**src/rtl/kogge_stone_adder_pipe.sv**
```systemverilog
// kogge_stone_adder_pipe: fully pipelined Kogge-Stone adder/subtractor with
// valid/ready handshakes on both sides and one prefix level per stage.
// Stage 0 registers generate/propagate.
// Stages 1..K each apply one prefix level.
// A final registered stage forms sum, cout and overflow.
// Optional feature macro: KSA_SAT_EN builds the signed saturation mux in the
// final stage. Without it, the sat input is ignored.
// The carry-in is folded into the prefix tree as bit -1, held at vector
// index 0. Operand bit i therefore lives at index i+1 of the G/P vectors.
module kogge_stone_adder_pipe #(
    parameter int WIDTH = 32
) (
    input  logic             clk,
    input  logic             rst_n,
    input  logic             in_valid,
    output logic             in_ready,
    input  logic [WIDTH-1:0] operand_a,
    input  logic [WIDTH-1:0] operand_b,
    input  logic             cin,
    input  logic             sub,
    input  logic             sat,
    output logic             out_valid,
    input  logic             out_ready,
    output logic [WIDTH-1:0] sum,
    output logic             cout,
    output logic             overflow
);

    localparam int K = $clog2(WIDTH);
    localparam int N = WIDTH + 1;

    // Black cell: combine a high group {g,p} with the adjacent lower group.
    function automatic logic [1:0] ks_black(
        input logic g_hi,
        input logic p_hi,
        input logic g_lo,
        input logic p_lo
    );
        ks_black = {g_hi | (p_hi & g_lo), p_hi & p_lo};
    endfunction

    logic                      w_advance;
    logic [WIDTH-1:0]          w_b_eff;
    logic [WIDTH-1:0]          w_praw_in;
    logic [N-1:0]              w_g_in;
    logic [N-1:0]              w_p_in;
    logic [K:1][N-1:0]         w_g_nxt;
    logic [K:1][N-1:0]         w_p_nxt;
    logic [WIDTH-1:0]          w_raw_sum;
    logic [WIDTH-1:0]          w_sum_fin;
    logic                      w_cout;
    logic                      w_ovf;

    logic [K:0]                r_valid;
    logic [K:0][N-1:0]         r_g;
    logic [K:0][N-1:0]         r_p;
    logic [K:0][WIDTH-1:0]     r_praw;
    logic [K:0]                r_a_msb;
    logic [K:0]                r_b_msb;
    logic                      r_out_valid;
    logic [WIDTH-1:0]          r_sum;
    logic                      r_cout;
    logic                      r_ovf;

    // Single global stall: the whole pipe moves only when the output slot frees.
    assign w_advance = !r_out_valid || out_ready;
    assign in_ready  = w_advance;

    assign out_valid = r_out_valid;
    assign sum       = r_sum;
    assign cout      = r_cout;
    assign overflow  = r_ovf;

    // Input preprocessing: invert b for subtract and fold the carry-in in as bit -1.
    always_comb begin
        w_b_eff   = sub ? ~operand_b : operand_b;
        w_praw_in = operand_a ^ w_b_eff;
        w_g_in    = {operand_a & w_b_eff, cin ^ sub};
        w_p_in    = {w_praw_in, 1'b0};
    end

    // Prefix levels: level j combines each index with the one 2^(j-1) below it.
    always_comb begin
        w_g_nxt = '0;
        w_p_nxt = '0;
        for (int j = 1; j <= K; j++) begin
            w_g_nxt[j] = r_g[j-1];
            w_p_nxt[j] = r_p[j-1];
            for (int x = (1 << (j - 1)); x < N; x++) begin
                {w_g_nxt[j][x], w_p_nxt[j][x]} = ks_black(r_g[j-1][x], r_p[j-1][x],
                                                         r_g[j-1][x - (1 << (j - 1))],
                                                         r_p[j-1][x - (1 << (j - 1))]);
            end
        end
    end

`ifdef KSA_SAT_EN
    logic [K:0] r_sat;

    // Carry each beat's saturation request alongside its data.
    always_ff @(posedge clk or negedge rst_n) begin
        if (!rst_n) begin
            r_sat <= '0;
        end else if (w_advance) begin
            r_sat <= {r_sat[K-1:0], sat};
        end
    end
`else
    logic w_unused_sat;
    assign w_unused_sat = sat;
`endif

    // Final stage: carries are complete up to bit WIDTH-1. The top index may
    // still need the bit -1 group when WIDTH is a power of two.
    always_comb begin
        w_raw_sum = r_praw[K] ^ r_g[K][WIDTH-1:0];
        w_cout    = r_g[K][WIDTH] | (r_p[K][WIDTH] & r_g[K][0]);
        w_ovf     = (r_a_msb[K] == r_b_msb[K]) && (w_raw_sum[WIDTH-1] != r_a_msb[K]);
        w_sum_fin = w_raw_sum;
`ifdef KSA_SAT_EN
        if (r_sat[K] && w_ovf) begin
            if (r_a_msb[K]) begin
                w_sum_fin = {1'b1, {(WIDTH-1){1'b0}}};
            end else begin
                w_sum_fin = {1'b0, {(WIDTH-1){1'b1}}};
            end
        end else begin
            w_sum_fin = w_raw_sum;
        end
`endif
    end

    // Pipeline registers: shift every stage together, or hold everything on stall.
    always_ff @(posedge clk or negedge rst_n) begin
        if (!rst_n) begin
            r_valid     <= '0;
            r_g         <= '0;
            r_p         <= '0;
            r_praw      <= '0;
            r_a_msb     <= '0;
            r_b_msb     <= '0;
            r_out_valid <= 1'b0;
            r_sum       <= '0;
            r_cout      <= 1'b0;
            r_ovf       <= 1'b0;
        end else if (w_advance) begin
            r_valid     <= {r_valid[K-1:0], in_valid};
            r_g         <= {w_g_nxt, w_g_in};
            r_p         <= {w_p_nxt, w_p_in};
            r_praw      <= {r_praw[K-1:0], w_praw_in};
            r_a_msb     <= {r_a_msb[K-1:0], operand_a[WIDTH-1]};
            r_b_msb     <= {r_b_msb[K-1:0], w_b_eff[WIDTH-1]};
            r_out_valid <= r_valid[K];
            if (r_valid[K]) begin
                r_sum  <= w_sum_fin;
                r_cout <= w_cout;
                r_ovf  <= w_ovf;
            end else begin
                r_sum  <= r_sum;
                r_cout <= r_cout;
                r_ovf  <= r_ovf;
            end
        end
    end

endmodule

```
**config.mk**
```make
export PLATFORM = sky130hd
export DESIGN_NAME = kogge_stone_adder_pipe
export DESIGN_NICKNAME = d
export VERILOG_FILES = /design/src/rtl/kogge_stone_adder_pipe.sv
export SDC_FILE = /design/constraint.sdc
export NUM_CORES = 1
export LEC_CHECK = 0
export ABC_CLOCK_PERIOD_IN_PS = 1530
export CAP_MARGIN = 30
export CORE_MARGIN = 2
export CORE_UTILIZATION = 44
export CTS_CLUSTER_SIZE = 30
export DETAILED_ROUTE_END_ITERATION = 8
export GPL_TIMING_DRIVEN = 0
export HOLD_SLACK_MARGIN = 0.05
export SYNTH_ARGS = -nofsm -noshare
export SYNTH_HDL_FRONTEND = slang
export SYNTH_SLANG_ARGS = --single-unit
```
**constraint.sdc**
```tcl
create_clock -name clk -period 1.53 [get_ports clk]
set_clock_uncertainty 0.05 [all_clocks]
set_input_delay 0.153 -clock clk [delete_from_list [all_inputs] [get_ports clk]]
set_output_delay 0.153 -clock clk [all_outputs]
set_load 0.01 [all_outputs]
```
### Word level (Yosys, flattened, before mapping)

Cells that the tools add are included.

| word-level totals | value |
|---|---|
| bits in read-only memories | 0 |
| RAM bits | 0 |
| bits in registers | 546 |
| logic and storage cells | 409 |
| output and inout port bits | 36 |
| memories | 0 |
| bits in latches | 0 |

| cells by class | value |
|---|---|
| reduce and logical (&&, ||, !) cells | 4 |
| add/sub/neg operators | 0 |
| order comparisons | 0 |
| multipliers | 0 |
| divide/modulo/power cells | 0 |
| muxes and demuxes | 1 |
| shift-type cells | 0 |
| bitwise gates (word level) | 378 |
| equal/unequal tests | 2 |

Operators by type and width:

| cell | count |
|---|---|
| 1-bit AND | 238 |
| 1-bit bitwise OR | 135 |
| 32-bit XOR | 2 |
| 32-bit AND | 1 |
| 32-bit 2-to-1 mux | 1 |
| 32-bit NOT | 1 |
| 2-bit AND reduction | 1 |
| 1-bit == test | 1 |
| 1-bit logical AND | 1 |
| 1-bit logical NOT | 1 |
| 1-bit logical OR | 1 |
| 1-bit inequality test | 1 |
| 1-bit XOR | 1 |

### Depth between registers and ports, before layout

Gate-level depths: netlist (run 1).

| depth | value |
|---|---|
| depth after elaboration | 3 |
| depth in mapped cells | 8 |

### Worst setup path before layout (run 1)

OpenSTA, ideal clock, no wires.

| timing | value |
|---|---|
| kind | flip-flop to flip-flop |
| from | register r_out_valid (netlist: out_valid) |
| to | register r_g[10] in the netlist's numbering |
| library setup time | 0.117 ns |
| data required time | 1.363 ns |
| cell stages (with the launch flop) | 9 |
| arrival | 1.327 ns |
| path slack | 0.037 ns |
| path buffers | 5 |
| cell sequence | dfrtp_1 > nor2b_2 > buf_6 > buf_8 > buf_6 > buf_4 > buf_2 > nand2_1 > nand2_1 |

| on the way | value |
|---|---|
| longest elaborated chain between the ends | 2 |

RTL lines:

| element | line | source |
|---|---|---|
| from (decl) | 60 | `logic r_out_valid;` |
| from (signal assigned) | 153 | `r_out_valid <= r_valid[K];` |
| 1-bit logical NOT | 66 | `assign w_advance = !r_out_valid \|\| out_ready;` |
| 1-bit logical OR | 66 |  |
| to (signal assigned) | 148 | `r_g <= {w_g_nxt, w_g_in};` |
| to (decl) | 55 | `logic [K:0][N-1:0] r_g;` |

No other way between the ends.
A chain may end at the register's enable or synchronous reset.

### Worst setup path after layout (run 1)

| timing | value |
|---|---|
| from | register r_out_valid (netlist: out_valid) |
| to | output in_ready |

| on the way | value |
|---|---|
| longest elaborated chain between the ends | 2 |

RTL lines:

| element | line | source |
|---|---|---|
| 1-bit logical NOT | 66 |  |
| 1-bit logical OR | 66 |  |
| to (decl) | 16 | `output logic in_ready,` |

No other way between the ends.

==> results.cfg, run 1 <==
[status]
status = complete, but fails checks
violations = hold timing, setup timing

[sta]
worst_pin_slew_ps = 808.2
setup_viol = 681
relSlewSlack = 0.4612
hold_slack_ps = -173.7
period_share = 1.193
setup_slack_ps = -294.9
rsz0062_at_grt = yes
min_period_ps = 1825
slew_viol_final = 0
hold_violations = 99
fmax_mhz = 548.0

[setup_path]
rrSetupSlack_ps = -270
cp_max_fo = 3
crit_family = buffers and inverters
r2r_end = r_praw[26]
crit_start = out_valid
critPathKind = reg2out
crit_end = in_ready
cp.arrival_ps = 1620
crit_path_cell_trace = nor2b_4 > buf_12 > inv_8 > buf_12 > buf_8 > buf_6
crit_top_cell = buf_12
cp-end-kind = output pin
r2r_cells = 9
worst-path-buf-inv = 5
slowest_delay_ps = 340
crit_required_ps = 1330
crit_cells = 6
reg2reg_from = out_valid
startpoint_type = flop
cpMaxStageDelayCell = dfrtp_1

[clock_network]
htree_levels = 2
worstSkewPairLatency_ps = 600
cts_num_sinks = 546
clock-root-buffer = clkbuf_16
numCtsBuffers = 55
cts.path.max_buffers = 3
cts_tree = built
path_clk_slew_ps = 60

[floorplan]
die_w_um = 228.0
fp.dieArea_um2 = 51980
die_h_um = 228.0
core_um2 = 49860
io_pins = 107
initial_core_util = 0.4427
rows = 82

[pwr]
vdd_drop_max_mv = 1.022
total_power_w = 0.05697
pwr-share-seq = 0.449
power_density_nw_per_um2 = 2001
clkPwrFrac = 0.247
p_int_w = 0.03665
p_sw_frac = 0.3567
p_leak_nw = 14.04
p_comb_frac = 0.304
power.switching_w = 0.02032

[grt]
track_usage = 0.2279
use_met2 = 0.3686
grt_max_degree = 128
use_met3 = 0.02838
grt_remaining_overflow = 0
antenna_found_initial = 1
grtUsageMet1 = 0.3141
grt.busiest_layer = met2
grt_pass1_wl_mm = 92.82
grt_pass1_vias = 16330

[synthesis]
synth_area_leaders = dfrtp_1 62%, nand2_1 20%, a21oi_1 3.9%
synth_common_cells = 1157 x nand2_1, 546 x dfrtp_1, 172 x a21oi_1
synth.cell_area_um2 = 22080
ys_seq_area_frac = 0.6189
synth-seq-cells = 546
synth_top_cell_area_share = 0.6189
synth_warnings = 0
synth_edf_count = 0
synthDistinctLibCells = 21
synth_top_cell_by_area = dfrtp_1
synthArstFlopShare = 1.000
yosysMostFrequentCell = nand2_1
syn_avg_cell_area_um2 = 9.280
synth_nets = 2482
synth_ff_type = dfrtp_1
synthCells = 2379

[routing]
drt_iter0_drc = 1395
wl_mm = 63.04
vias = 16930
routed_via_density = 5.091
ant_nets = 0
drc = 0
dr.pass1.iters = 7
wl_per_cell_um = 18.95

[final_layout]
drive_above_1_share = 0.1466
nets = 2712
n_antenna_cell = 0
postLayoutCoreUtil = 0.5709
final.fill_count = 4383
synthToLayoutAreaGrowth_pct = 28.94

[placement]
gp_congestion = 0.8713
portBuffers = 104
dpl.hpwl_mm = 43.14

[min_path]
hold_class = in2async

[run]
drv_cap = 0
==> worst min-delay path by stage <==
stage	start	to	slack [ps]
floorplan	rst_n	cout	-190
global route	rst_n	r_g[24]	-140
detailed placement	rst_n	r_praw[24]	20
global placement	r_valid[0]	r_valid[0]	400
CTS	rst_n	r_g[26]	-390
finish	rst_n	r_g[24]	-170
==> state kept, by name (all words and copies together) (netlist names) <==
register   cells
cout           1
r_p          103
r_a_msb        6
r_b_msb        6
r_g          198
r_praw       192
r_valid        6
sum           32
out_valid      1
overflow       1
==> final cells by class <==
cell class	instances	area, µm²	share of cell area
Clock buffer	77	1599	0.05618
Buffer	127	1456	0.05116
Multi-Input combinational cell	1703	8000	0.2811
Timing Repair Buffer	175	2590	0.09099
Tap cell	672	840.8	0.02954
Inverter	1	11.26	0.0003956
Clock inverter	25	304.0	0.01068
Sequential cell	546	13660	0.4800
==> cells by family after synthesis <==
logic type | after synthesis | share of synthesized area
simple gates | 1268 | 0.2221
flops | 546 | 0.6189
compound gates | 338 | 0.08178
buf+inv | 130 | 0.03333
xor+xnor | 65 | 0.02579
fa+ha+maj | 32 | 0.01814
==> timing repair <==
action	in CTS	in global routing
hold endpoints to repair	234	42
setup endpoints to repair	538	552
cloned	0	46
hold buffers	4	3
setup buffers	8	5
gates resized for setup	116	258
pin swaps	1	10
==> cells in the final DEF, fill, tap and decap left out, types with 24 or more instances in the layout <==
cell type and count:
buf_12 27, xor2_1 32, clkbuf_16 99, a21oi_1 158, dlygate4sd2_1 27, nand3_2 30
nand3_1 74, nand2_1 1133, xnor2_1 33, o21ai_0 124, buf_8 36, a21oi_2 39
dfrtp_1 546, ha_1 32, clkdlybuf4s50_1 72, nand2_2 24, buf_2 30
==> routing by layer <==
layer  share of wire  vias to the layer above
met3           0.048                      118
met5         0.00021                        -
li1                -                     8099
met1            0.44                     8246
met2            0.47                      468
met4           0.037                        2
==> power by group through the flow <==
stage / clock network (W) / logic, W / registers, W
floorplan: 0 / 0.00905 / 0.0235
global placement: 0 / 0.0131 / 0.0255
detailed placement: 0 / 0.0136 / 0.0256
CTS: 0.0143 / 0.0140 / 0.0254
global route: 0.0149 / 0.0192 / 0.0261
finish: 0.0141 / 0.0173 / 0.0256
==> through the flow <==
stage	area (µm²)	cells	setup slack (ps)	setup TNS, ps
5_1_grt	28460	3326	-349.9	-154610
3_5_place_dp	24100	3160	-969.0	-227340
4_1_cts	26370	3273	-346.8	-69380
2_1_floorplan	22080	2379	36.83	0
3_3_place_gp	23960	3155	-23260	-
6_report	28460	3326	-294.9	-95700
==> worst register-to-register path: stages (launching register included) <==
cell	delay [ps]
dfrtp_1	370
nor2b_4	130
buf_12	140
buf_4	160
buf_12	150
buf_16	170
clkbuf_16	210
clkbuf_16	180
nand2_1	70
nand2_1	60
(Power assumes the default switching activity.)
==> inputs of run 2 (changes only) <==
--- a/config.mk
+++ b/config.mk
@@ -11,7 +11,6 @@
 export CORE_UTILIZATION = 44
 export CTS_CLUSTER_SIZE = 30
 export DETAILED_ROUTE_END_ITERATION = 8
-export GPL_TIMING_DRIVEN = 0
 export HOLD_SLACK_MARGIN = 0.05
 export SYNTH_ARGS = -nofsm -noshare
 export SYNTH_HDL_FRONTEND = slang
==> results.cfg, run 2 (synthesis results as in run 1) <==
[final_layout]
nets = 2618
largest_register_ffs = 198
n_antenna_cell = 0
seq_area_um2 = 13660
synthToLayoutAreaGrowth_pct = 22.02
largest_register = r_g
final_cell_mix = 1120 x nand2_1, 546 x dfrtp_1, 159 x a21oi_1, 127 x o21ai_0, 89 x nand3_1
drive_above_1_share = 0.1084
layout_commonest_cell = nand2_1
final.fill_count = 4566
postLayoutCoreUtil = 0.5402
multi_input_area_um2 = 7945
top_regs = r_g (198), r_praw (192), r_p (103)

[setup_path]
crit_required_ps = 1950
critPathKind = reg2reg
r2r_cells = 5
rrSetupSlack_ps = -50
startpoint_type = flop
cp-end-kind = flop
r2r_end = r_g[162]
cp_max_fo = 27
cp.arrival_ps = 2000
crit_start = out_valid
crit_end = r_g[162]
reg2reg_from = out_valid

[placement]
dpl.hpwl_mm = 36.00
portBuffers = 105
gp_congestion = 0.8349

[min_path]
hold_class = in2reg
hp-start = operand_a[31]

[clock_network]
numCtsBuffers = 56
cts_num_sinks = 546
worstSkewPairLatency_ps = 600
htree_levels = 2
path_clk_slew_ps = 60
cts.path.max_buffers = 3
clock-root-buffer = clkbuf_16
cts_tree = built

[floorplan]
io_pins = 107
fp.dieArea_um2 = 51980
die_w_um = 228.0
rows = 82
core_um2 = 49860
die_h_um = 228.0
initial_core_util = 0.4427

[sta]
min_period_ps = 1580
setup_slack_ps = -50.28
rsz0062_at_grt = yes
fin_tns_setup_ps = -1670
setup_viol = 108
relSlewSlack = 0.6964
worst_pin_slew_ps = 455.4
fmax_mhz = 632.8
hold_violations = 0
slew_viol_final = 0
period_share = 1.033

[grt]
grt_pass1_vias = 15880
grt_remaining_overflow = 0
grt_max_degree = 81
grt_pass1_wl_mm = 84.92
track_usage = 0.2005
antenna_found_initial = 0

[pwr]
p_leak_nw = 13.30
power_density_nw_per_um2 = 1968
vdd_drop_max_mv = 0.8709

[run]
drv_cap = 0

[routing]
drt_iter0_drc = 1173
vias = 16070
routed_via_density = 4.978
wl_per_cell_um = 16.70
dr.pass1.iters = 5
wl_mm = 53.90
drc = 0
ant_nets = 0

[status]
violations = setup timing
status = complete, but fails checks
## run 2: cell types whose count changed in the layout (fill, tap and decap cells not counted), moves of 10 or more
cell	previous run	this run
nand2_1	1133	1120
nand3_1	74	89
nand3_2	30	15
clkinv_2	17	7
buf_2	30	2
clkbuf_16	99	73
buf_8	36	9
## run 2: what timing repair did
item | CTS | global route
pin swaps | 0 | 33
setup endpoints to repair | 36 | 485
resized for setup | 58 | 112
hold buffers | 3 | 0
endpoints found under the hold margin | 547 | 0
cloned | 0 | 19
setup buffers | 1 | 2
## run 2: metal layers
metal	wire (µm)	vias to the layer above	part of all wire	track usage
met1	25500	7751	0.47	0.2901
met3	2183	75	0.040	0.02613
li1	-	7908	-	-
met4	1326	0	0.025	0.07475
met5	0	-	0	0
met2	24890	336	0.46	0.3106
## run 2: power breakdown
part           internal, W  switching, W
logic              0.00642       0.00832
registers           0.0201       0.00511
clock network      0.00756       0.00547
total               0.0341        0.0189
## run 2: critical path: stages, from the launching register on
cell       delay [ps]
dfrtp_1           350
nor2b_4           230
buf_4             220
buf_16            230
clkbuf_16         250
o21ai_0           120
## run 2: cell type report
type,instances,area share
clock buffers,88,0.06024
clock inverters,11,0.004134
inverters,1,0.0006038
multi-input cells,1703,0.2950
flip-flops and latches,546,0.5072
well taps,672,0.03121
repair buffers,207,0.1016
## run 2: worst min-delay path by stage
stage,endpoint,slack [ps],cells past startpoint
floorplan,cout,-190,0
global placement,r_g[23],-6,1
detailed placement,r_g[23],-10,1
CTS,r_a_msb[0],60,3
global route,r_a_msb[0],100,3
finish,r_a_msb[0],100,3
## run 2: stage by stage
| step | total power, W | setup WS (ps) | area, µm² | hold slack [ps] | cells |
|---|---|---|---|---|---|
| final | 0.05301 | -50.28 | 26940 | 95.63 | 3228 |
| after floorplan | 0.03252 | 36.83 | 22080 | -192.6 | 2379 |
| after CTS | 0.05174 | -105.4 | 26040 | 62.12 | 3207 |
| after global placement | 0.03838 | -218.7 | 24280 | -5.598 | 3104 |
| after global routing | 0.05657 | -129.9 | 26940 | 101.0 | 3228 |
| after detailed placement | 0.03886 | -227.0 | 24280 | -11.27 | 3104 |
